$ cat src/rtl/l2_mem_pkg.sv
// Shared L2/memory-side types for the EWB drain: FSM state encoding, beat geometry, line/beat types.
package l2_mem_pkg;

    localparam int L2_LINE_W  = 256;
    localparam int L2_BEAT_W  = 64;
    localparam int BEATS      = L2_LINE_W / L2_BEAT_W;
    localparam int BEAT_IDX_W = $clog2(BEATS);

    typedef logic [L2_LINE_W-1:0] line_t;
    typedef logic [L2_BEAT_W-1:0] beat_t;

    // Encodings kept as plain constants so older code can still compare against raw values.
    localparam logic [2:0] S_IDLE    = 3'd0;
    localparam logic [2:0] S_WB      = 3'd1;
    localparam logic [2:0] S_WB_DONE = 3'd2;
    localparam logic [2:0] S_RD      = 3'd3;
    localparam logic [2:0] S_RD_DONE = 3'd4;

    typedef enum logic [2:0] {
        ST_IDLE    = S_IDLE,
        ST_WB      = S_WB,
        ST_WB_DONE = S_WB_DONE,
        ST_RD      = S_RD,
        ST_RD_DONE = S_RD_DONE
    } drain_state_t;

endpackage

$ cat src/rtl/ewb_drain_line_beat_buf.sv
// Line buffer shared by write-back and fill: parallel load, beat-indexed fill write,
// beat-indexed read mux, and the wrapping beat counter.
module line_beat_buf #(
    parameter int  LINE_W = 256,
    parameter int  BEAT_W = 64,
    localparam int NBEATS = LINE_W / BEAT_W,
    localparam int IDX_W  = $clog2(NBEATS)
) (
    input  logic              clk,
    input  logic              rst,
    input  logic              load_i,
    input  logic [LINE_W-1:0] load_data_i,
    input  logic              fill_we_i,
    input  logic [BEAT_W-1:0] fill_data_i,
    input  logic              beat_clr_i,
    input  logic              beat_inc_i,
    output logic [IDX_W-1:0]  beat_o,
    output logic [BEAT_W-1:0] beat_data_o,
    output logic [LINE_W-1:0] line_o
);

    logic [LINE_W-1:0] line_q, line_d;
    logic [IDX_W-1:0]  beat_q, beat_d;

    // Next line contents: whole-line snapshot or a single filled beat.
    always_comb begin
        line_d = line_q;
        if (load_i) begin
            line_d = load_data_i;
        end else if (fill_we_i) begin
            line_d[BEAT_W*beat_q +: BEAT_W] = fill_data_i;
        end else begin
            line_d = line_q;
        end
    end

    // Beat counter wraps naturally after the last beat.
    always_comb begin
        if (beat_clr_i) begin
            beat_d = {IDX_W{1'b0}};
        end else if (beat_inc_i) begin
            beat_d = beat_q + IDX_W'(1);
        end else begin
            beat_d = beat_q;
        end
    end

    // Buffer and counter state.
    always_ff @(posedge clk or posedge rst) begin
        if (rst) begin
            line_q <= {LINE_W{1'b0}};
            beat_q <= {IDX_W{1'b0}};
        end else begin
            line_q <= line_d;
            beat_q <= beat_d;
        end
    end

    assign beat_o      = beat_q;
    assign beat_data_o = line_q[BEAT_W*beat_q +: BEAT_W];
    assign line_o      = line_q;

endmodule

$ cat src/rtl/ewb_drain.sv
// EWB drain: write-back of EWB head lines and L2 line fills over one 4-beat burst port.
// Define EWB_READ_PRIORITY_EN to let fills always win over write-backs; otherwise round-robin.
module ewb_drain
    import l2_mem_pkg::*;
#(
    parameter int LINE_W = L2_LINE_W,
    parameter int BEAT_W = L2_BEAT_W,
    parameter int ADDR_W = 32
) (
    input  logic              clk,
    input  logic              rst,
    input  logic              ewb_empty_i,
    input  logic [LINE_W-1:0] ewb_data_i,
    input  logic [ADDR_W-1:0] ewb_addr_i,
    output logic              ewb_yumi_o,
    output logic              ewb_lock_o,
    input  logic              l2_read_i,
    input  logic [ADDR_W-1:0] l2_addr_i,
    output logic [LINE_W-1:0] l2_rdata_o,
    output logic              l2_resp_o,
    output logic              mem_read_o,
    output logic              mem_write_o,
    output logic [ADDR_W-1:0] mem_address_o,
    output logic [BEAT_W-1:0] mem_wdata_o,
    input  logic [BEAT_W-1:0] mem_rdata_i,
    input  logic              mem_resp_i
);

    localparam int NBEATS = LINE_W / BEAT_W;
    localparam int IDX_W  = $clog2(NBEATS);
    localparam int OFF_W  = $clog2(LINE_W / 8);
    localparam logic [IDX_W-1:0] BEAT_LAST = IDX_W'(NBEATS - 1);

    drain_state_t      state_q, state_d;
    logic [ADDR_W-1:0] addr_q, addr_d;
    logic              grant_wb_s, grant_rd_s;
    logic              load_s, fill_we_s, beat_clr_s, beat_inc_s;
    logic [IDX_W-1:0]  beat_s;
    logic [BEAT_W-1:0] beat_data_s;
    logic [LINE_W-1:0] line_s;
    logic              unused_s;

    assign unused_s = ^{ewb_addr_i[OFF_W-1:0], l2_addr_i[OFF_W-1:0]};

`ifdef EWB_READ_PRIORITY_EN
    // Fills are latency-critical: any pending read beats a pending write-back.
    always_comb begin
        grant_wb_s = 1'b0;
        grant_rd_s = 1'b0;
        if (l2_read_i) begin
            grant_rd_s = 1'b1;
        end else if (!ewb_empty_i) begin
            grant_wb_s = 1'b1;
        end else begin
            grant_rd_s = 1'b0;
        end
    end
`else
    logic rr_q, rr_d;

    // Round-robin on contention; rr_q=0 favours the write-back, a lone requester always wins.
    always_comb begin
        grant_wb_s = 1'b0;
        grant_rd_s = 1'b0;
        if (l2_read_i && !ewb_empty_i) begin
            grant_rd_s = rr_q;
            grant_wb_s = !rr_q;
        end else if (l2_read_i) begin
            grant_rd_s = 1'b1;
        end else if (!ewb_empty_i) begin
            grant_wb_s = 1'b1;
        end else begin
            grant_rd_s = 1'b0;
        end
    end

    // Fairness bit flips on every burst that is started.
    always_comb begin
        if ((state_q == ST_IDLE) && (grant_wb_s || grant_rd_s)) begin
            rr_d = !rr_q;
        end else begin
            rr_d = rr_q;
        end
    end

    // Fairness bit register.
    always_ff @(posedge clk or posedge rst) begin
        if (rst) begin
            rr_q <= 1'b0;
        end else begin
            rr_q <= rr_d;
        end
    end
`endif

    // Burst sequencing; the head entry is only popped after all beats are accepted.
    always_comb begin
        state_d    = state_q;
        addr_d     = addr_q;
        load_s     = 1'b0;
        fill_we_s  = 1'b0;
        beat_clr_s = 1'b0;
        beat_inc_s = 1'b0;
        case (state_q)
            ST_IDLE: begin
                beat_clr_s = 1'b1;
                if (grant_wb_s) begin
                    state_d = ST_WB;
                    load_s  = 1'b1;
                    addr_d  = {ewb_addr_i[ADDR_W-1:OFF_W], {OFF_W{1'b0}}};
                end else if (grant_rd_s) begin
                    state_d = ST_RD;
                    addr_d  = {l2_addr_i[ADDR_W-1:OFF_W], {OFF_W{1'b0}}};
                end else begin
                    state_d = ST_IDLE;
                end
            end
            ST_WB: begin
                if (mem_resp_i) begin
                    beat_inc_s = 1'b1;
                    state_d    = (beat_s == BEAT_LAST) ? ST_WB_DONE : ST_WB;
                end else begin
                    state_d = ST_WB;
                end
            end
            ST_RD: begin
                if (mem_resp_i) begin
                    beat_inc_s = 1'b1;
                    fill_we_s  = 1'b1;
                    state_d    = (beat_s == BEAT_LAST) ? ST_RD_DONE : ST_RD;
                end else begin
                    state_d = ST_RD;
                end
            end
            ST_WB_DONE: state_d = ST_IDLE;
            ST_RD_DONE: state_d = ST_IDLE;
            default:    state_d = ST_IDLE;
        endcase
    end

    // FSM state and latched line address.
    always_ff @(posedge clk or posedge rst) begin
        if (rst) begin
            state_q <= ST_IDLE;
            addr_q  <= {ADDR_W{1'b0}};
        end else begin
            state_q <= state_d;
            addr_q  <= addr_d;
        end
    end

    line_beat_buf #(
        .LINE_W (LINE_W),
        .BEAT_W (BEAT_W)
    ) u_buf (
        .clk         (clk),
        .rst         (rst),
        .load_i      (load_s),
        .load_data_i (ewb_data_i),
        .fill_we_i   (fill_we_s),
        .fill_data_i (mem_rdata_i),
        .beat_clr_i  (beat_clr_s),
        .beat_inc_i  (beat_inc_s),
        .beat_o      (beat_s),
        .beat_data_o (beat_data_s),
        .line_o      (line_s)
    );

    // Outputs decode only from registered state, so reset clears them immediately.
    always_comb begin
        ewb_yumi_o    = (state_q == ST_WB_DONE);
        ewb_lock_o    = (state_q == ST_WB) || (state_q == ST_WB_DONE);
        l2_resp_o     = (state_q == ST_RD_DONE);
        l2_rdata_o    = (state_q == ST_RD_DONE) ? line_s : {LINE_W{1'b0}};
        mem_write_o   = (state_q == ST_WB);
        mem_read_o    = (state_q == ST_RD);
        mem_address_o = ((state_q == ST_WB) || (state_q == ST_RD)) ? addr_q : {ADDR_W{1'b0}};
        mem_wdata_o   = (state_q == ST_WB) ? beat_data_s : {BEAT_W{1'b0}};
    end

endmodule

$ cat config.mk
export PLATFORM = sky130hd
export DESIGN_NAME = ewb_drain
export DESIGN_NICKNAME = d
export VERILOG_FILES = /design/src/rtl/l2_mem_pkg.sv /design/src/rtl/ewb_drain_line_beat_buf.sv /design/src/rtl/ewb_drain.sv
export SDC_FILE = /design/constraint.sdc
export NUM_CORES = 1
export LEC_CHECK = 0
export BUFFER_PORTS_ARGS = -buffer_cell sky130_fd_sc_hd__buf_2
export CAP_MARGIN = 25
export CORE_AREA = 2 2 294 296
export CTS_CLUSTER_SIZE = 16
export DETAILED_ROUTE_END_ITERATION = 8
export DIE_AREA = 0 0 296 298
export SLEW_MARGIN = 15
export SYNTH_ARGS = -nofsm -noshare
export SYNTH_HDL_FRONTEND = slang
export SYNTH_SLANG_ARGS = --single-unit
$ cat constraint.sdc
create_clock -name clk -period 14.2 [get_ports clk]
set_clock_uncertainty 0.15 [all_clocks]
set_input_delay 2.84 -clock clk [delete_from_list [all_inputs] [get_ports clk]]
set_output_delay 2.84 -clock clk [all_outputs]
set_load 0.005 [all_outputs]
==> flow_summary_export.csv, run 1 <==
group,metric,value,unit
clock_network,cts_buffers,37,
pwr,clockPowerShare,24.8,%
sta,clock.fmax,158,MHz
worst_setup_path,path_class,"reg -> out",
floorplanning,start_util,21.0,%
sta,relSlewSlack,36.7,%
clock_network,root_buffer,"clkbuf_16",
route,drc,0,
clock_network,clk_latency,0.55,ns
sta,report.final.slew_viol_count,0,
yosys,ys_seq_area_share,40.6,%
pwr,cellLeakagePower,12.2,nW
floorplanning,boundaryPins,746,
worst_setup_path,cp-start-kind,"flop",
min_path,min_from,"addr_q[16]",
floorplanning,die_h,298,um
worst_setup_path,cp_data_arrival_time,3.36,ns
clock_network,cts_tree,"done",
floorplanning,coreArea,0.0849,mm2
yosys,yosysUniqueCellTypes,35,
sta,hold_violations,0,
worst_setup_path,path_max_fanout,38,
finish,fin_util,27.9,%
grt,grt_start_max_net_pins,157,
sta,final.setup.tns,0,ns
pwr,seqPwrFrac,37.0,%
pwr,switching_share,40.2,%
finish,seq_area,0.00724,mm2
yosys,synth_xor_area_share,0.0492,%
yosys,ys.warnings.count,0,
grt,grt_pass1_wl,119000,um
yosys,syn_area,0.0178,mm2
grt,grt_overflow,0,
clock_network,clockBufferDepth,3,
yosys,syn_inst,1985,
min_path,hold_path.class,"reg -> reg",
yosys,synth_edf_count,0,
yosys,synth_top_family_by_area,"simple AND/OR/NAND/NOR gates",
route,wl_per_cell,22.3,um
floorplanning,rows,107,
yosys,avgSynthCellArea,8.97,um2
worst_setup_path,r2r-start,"u_buf.beat_o[0]",
clock_network,hold_buffers,0,
finish,area_growth,32.7,%
grt,first_global_vias,17700,
pwr,ir_worst_vdd,83.2,uV
sta,setup_violations,0,
yosys,yosys.area_share.simple,25.5,%
pwr,comb_power_share,38.2,%
grt,grt_antenna_before_repair,22,
clock_network,post_cts_buffers,0,
grt,use_met3,4.68,%
grt,grt_use_met1,22.4,%
sta,fin_crit_sh,44.7,%
worst_setup_path,endpoint_kind,"output pin",
route,viasPerCell,4.88,
yosys,ys_async_sr_fraction,100,%
route,dr.pass1.iters,6,
sta,worst_pin_slew,0.950,ns
clock_network,clk_pin_slew,0.06,ns
run,cap_violations,0,
worst_setup_path,cp.required,11.21,ns
route,final_antenna_net_count,0,
grt,top_usage_layer,"met2",
yosys,ys_dominant_reg_cell,"dfrtp_1",
route,drt_iter0_drc,1500,
outcome,status,"finished, final reports clean",
finish,multiInputGateArea,0.00950,mm2
clock_network,ctsResizeCount,0,
yosys,synthAdderAreaFrac,0.421,%
placement,gp_congestion,0.838,
finish,fin_nets,2967,
finish,nFillCells,9268,
sta,rsz0062_at_grt,"no",
pwr,p_switching,1.60,mW
pwr,internal-power,2.38,mW
yosys,ys_ff_latch,289,
route,dr_total_vias,18300,
pwr,power_density,168,mW/mm2
route,wl,83800,um
clock_network,cts_max_level,2,
grt,grtUsageMet2,29.1,%
pwr,total_power,3.97,mW
sta,min_period,6.35,ns
yosys,synth_mux_area_share,9.61,%
floorplanning,die-area,0.0882,mm2
grt,track_usage,18.0,%
yosys,synth-compound-area-share,17.2,%
placement,dp.final_hpwl,56900,um
worst_setup_path,critPathLaunch,"u_buf.beat_o[1]",
floorplanning,die_w,296,um
placement,numPortBuffers,730,
clock_network,cts.sinks,289,
finish,drive_gt1_share,34.9,%
## final timing paths
path / to / depth (start not counted) / slack (ns)
max: mem_wdata_o[4] / 4 / 7.85
min: addr_q[16] / 2 / 0.32
max reg2reg: u_buf.line_o[177] / 8 / 9.68
min reg2reg: addr_q[16] / 2 / 0.32
max in group asynchronous: u_buf.line_o[97] / 3 / 10.19
min in group asynchronous: u_buf.line_o[251] / 2 / 2.27
## synth_stat cells (all sizes together), types with 27 or more instances
cell / count / area, um2
a31oi: 208 / 1300
and2: 288 / 1800
dfrtp: 289 / 7230
clkbuf: 134 / 504
nand2: 241 / 912
inv: 54 / 203
buf: 87 / 479
and3: 208 / 1300
mux4: 64 / 1440
o21ai: 241 / 1210
nor2b: 65 / 407
mux2i: 27 / 270
a222oi: 48 / 480
## flip-flops by register name, summed over array words and instances, names as in the netlist
register,count
u_buf.line_o,256
u_buf.beat_o,2
state_q,3
addr_q,27
rr_q,1
## critical path, stage by stage, from the launching register on
cell and delay, ns:
dfrtp_4 0.99, buf_4 0.79, mux4_2 0.59, nor2b_1 0.21, buf_2 0.20
## placed cells by master (no fill, tap or decap), types with 3 or more instances in the layout
| master | count |
|---|---|
| a222oi_1 | 48 |
| a22oi_2 | 4 |
| a31oi_1 | 208 |
| and2_1 | 285 |
| and3_1 | 208 |
| buf_12 | 4 |
| buf_2 | 730 |
| buf_4 | 30 |
| clkbuf_1 | 10 |
| clkbuf_16 | 39 |
| clkbuf_8 | 10 |
| clkinv_2 | 3 |
| conb_1 | 5 |
| dfrtp_1 | 287 |
| diode_2 | 8 |
| ha_1 | 6 |
| inv_1 | 53 |
| mux2i_1 | 27 |
| mux4_2 | 64 |
| nand2_1 | 240 |
| nand3_1 | 4 |
| nor2b_1 | 64 |
| o21ai_0 | 230 |
| o21ai_1 | 10 |
## cell type report
| class | count | share of cell area [%] |
|---|---|---|
| inverters | 54 | 0.889 |
| flip-flops and latches | 289 | 30.6 |
| clock inverters | 8 | 0.418 |
| multi-input cells | 1425 | 40.2 |
| diodes | 8 | 0.0847 |
| well taps | 1144 | 6.05 |
| repair buffers | 765 | 16.9 |
| clock buffers | 59 | 4.87 |
## routing by layer
layer  vias up  routed length (um)
met3       195                7900
met2       959               39200
met1      8903               33200
met4        18                3380
li1       8241                   -
met5         -                 123
## stage by stage
stage	cells	worst slack [ns]	hold WS, ns	cell area, um2
global route	3749	7.62	0.342	23600
detailed placement	3676	8.34	0.312	22300
finish	3752	7.85	0.317	23600
global placement	3674	8.32	0.304	22300
floorplan	1989	3.23	0.292	17800
CTS	3743	7.71	0.324	23600
## power groups by stage
stage	combinational, mW	clock, mW	sequential [mW]
2_1_floorplan	1.05	0	1.31
3_3_place_gp	1.50	0	1.47
3_5_place_dp	1.52	0	1.48
4_1_cts	1.52	1.02	1.47
5_1_grt	1.66	1.05	1.51
6_report	1.52	0.987	1.47
## cells by family (layout without fill, tap and decap cells)
group | count (synthesis) | after routing
muxes | 91 | 91
DFF | 289 | 289
AOI/OAI and AO/OA | 505 | 505
adders and majority gates | 6 | 6
buffers and inverters | 275 | 886
other | 1 | 13
and+or+nand+nor | 817 | 817
xor gates and xnor gates | 1 | 1
No activity file was read; power rests on OpenSTA's default activity.
==> run 2: changes to the inputs <==
==> constraint.sdc (replaced) <==
create_clock -name clk -period 5.8 [get_ports clk]
set_clock_uncertainty 0.15 [all_clocks]
set_input_delay 1.16 -clock clk [delete_from_list [all_inputs] [get_ports clk]]
set_output_delay 1.16 -clock clk [all_outputs]
set_load 0.005 [all_outputs]
==> flow_summary_export.csv, run 2 (synthesis gave the netlist of run 1 again) <==
group,metric,value,unit
worst_setup_path,cp_slowest_cell,"dfrtp_4",
sta,clock.fmax,230,MHz
clock_network,clk_pin_slew,0.05,ns
worst_setup_path,endpoint_kind,"output pin",
floorplanning,start_util,21.0,%
worst_setup_path,path_max_fanout,47,
placement,placed_cell_area,0.0224,mm2
grt,grt_start_max_net_pins,215,
finish,layout_commonest_cell,"buf_2",
clock_network,cts_tree,"done",
finish,stdcell_count,3750,
run,cap_violations,0,
sta,hold_violations,0,
sta,final.setup.tns,0,ns
floorplanning,coreArea,0.0849,mm2
finish,nFillCells,9214,
placement,pre_cts_slack,1.89,ns
placement,dp.final_hpwl,56400,um
floorplanning,die-area,0.0882,mm2
floorplanning,die_w,296,um
clock_network,cts_buffers,38,
worst_setup_path,cp_data_arrival_time,3.05,ns
worst_setup_path,cp.required,4.49,ns
pwr,power_density,412,mW/mm2
route,wl,83500,um
route,wl_per_cell,22.3,um
worst_setup_path,max_stage_delay,1.04,ns
sta,rsz0062_at_grt,"no",
clock_network,cts_max_level,2,
clock_network,clk_latency,0.57,ns
grt,first_global_vias,17800,
finish,seq_area,0.00724,mm2
clock_network,cts.sinks,289,
placement,gp_congestion,0.832,
sta,finalWorstSetupSlack,1.44,ns
worst_setup_path,path_cells,"buf_4 > mux4_2 > nor2b_1 > buf_2",
grt,grt_pass1_wl,119000,um
route,drc,0,
finish,layout_common_cells,"730 x buf_2, 287 x dfrtp_1, 285 x and2_1",
route,drt_iter0_drc,1534,
route,viasPerCell,4.85,
finish,design_area,0.0237,mm2
outcome,status,"finished, final reports clean",
finish,area_growth,33.0,%
route,top_layer,"met5",
finish,largest_reg_flops,256,
pwr,ir_worst_vdd,320,uV
worst_setup_path,path_class,"reg -> out",
floorplanning,rows,107,
sta,setup_violations,0,
grt,grt_antenna_before_repair,23,
route,routedLengthMet1,34100,um
finish,fin_nets,2967,
grt,grt_overflow,0,
sta,report.final.slew_viol_count,0,
route,route.met2.wl,38800,um
min_path,hold_path.class,"reg -> reg",
sta,fin_crit_sh,75.1,%
floorplanning,boundaryPins,746,
sta,min_period,4.36,ns
route,dr.pass1.iters,6,
route,final_antenna_net_count,0,
floorplanning,die_h,298,um
sta,worst_pin_slew,1.12,ns
placement,dp_cells,3676,
clock_network,root_buffer,"clkbuf_16",
finish,drive_gt1_share,34.8,%
grt,track_usage,18.0,%
pwr,total_power,9.77,mW
sta,relSlewSlack,25.0,%
worst_setup_path,cp-start-kind,"flop",
clock_network,hold_buffers,0,
route,dr_wl_met3,6920,um
clock_network,post_cts_buffers,0,
route,dr_total_vias,18200,
finish,multiInputGateArea,0.00950,mm2
clock_network,clockBufferDepth,3,
placement,numPortBuffers,730,
pwr,cellLeakagePower,12.2,nW
clock_network,ctsResizeCount,0,
==> run 2: final cells by class <==
class	count	share of cell area, %
Antenna cell	8	0.0845
Clock buffer	58	4.75
Timing Repair Buffer	764	17.1
Tap cell	1144	6.04
Inverter	54	0.872
Multi-Input combinational cell	1425	40.1
Clock inverter	8	0.470
Sequential cell	289	30.6
==> run 2: metal layers <==
metal | up-vias | GRT usage (%)
met1 | 8776 | 22.9
li1 | 8240 | -
met4 | 20 | 8.21
met2 | 960 | 28.9
met3 | 183 | 4.03
met5 | - | 0
==> run 2: critical path: cells and delay by family, from the launching register on <==
family                 cells  cell delay [ns]
flip-flops                 1             1.04
buffers and inverters      2             0.78
AND/OR/NAND/NOR            1             0.18
multiplexers               1             0.43
==> run 2: where the power goes <==
group          leakage [nW]  internal [mW]  switching (mW)
logic                  7.69           1.58            2.19
clock network         0.604           1.43           0.978
registers              3.88           2.82           0.769
==> run 2: through the flow <==
step                      hold WS [ns]  utilization [%]
after CTS                        0.325             27.9
after detailed placement         0.312             26.4
after global routing             0.340             27.9
final                            0.318             27.9
after floorplan                  0.292                -
after global placement           0.304             26.4
==> run 2: path summary, 6_finish.rpt <==
path	cells after the start	slack, ns	endpoint	start
max in group asynchronous	3	3.71	u_buf.line_o[203]	rst
max reg2reg	7	2.02	u_buf.line_o[203]	u_buf.beat_o[0]
min in group asynchronous	2	0.60	u_buf.line_o[46]	rst
min	2	0.32	addr_q[26]	addr_q[26]
min reg2reg	2	0.32	addr_q[26]	addr_q[26]
max	4	1.44	mem_wdata_o[18]	u_buf.beat_o[0]
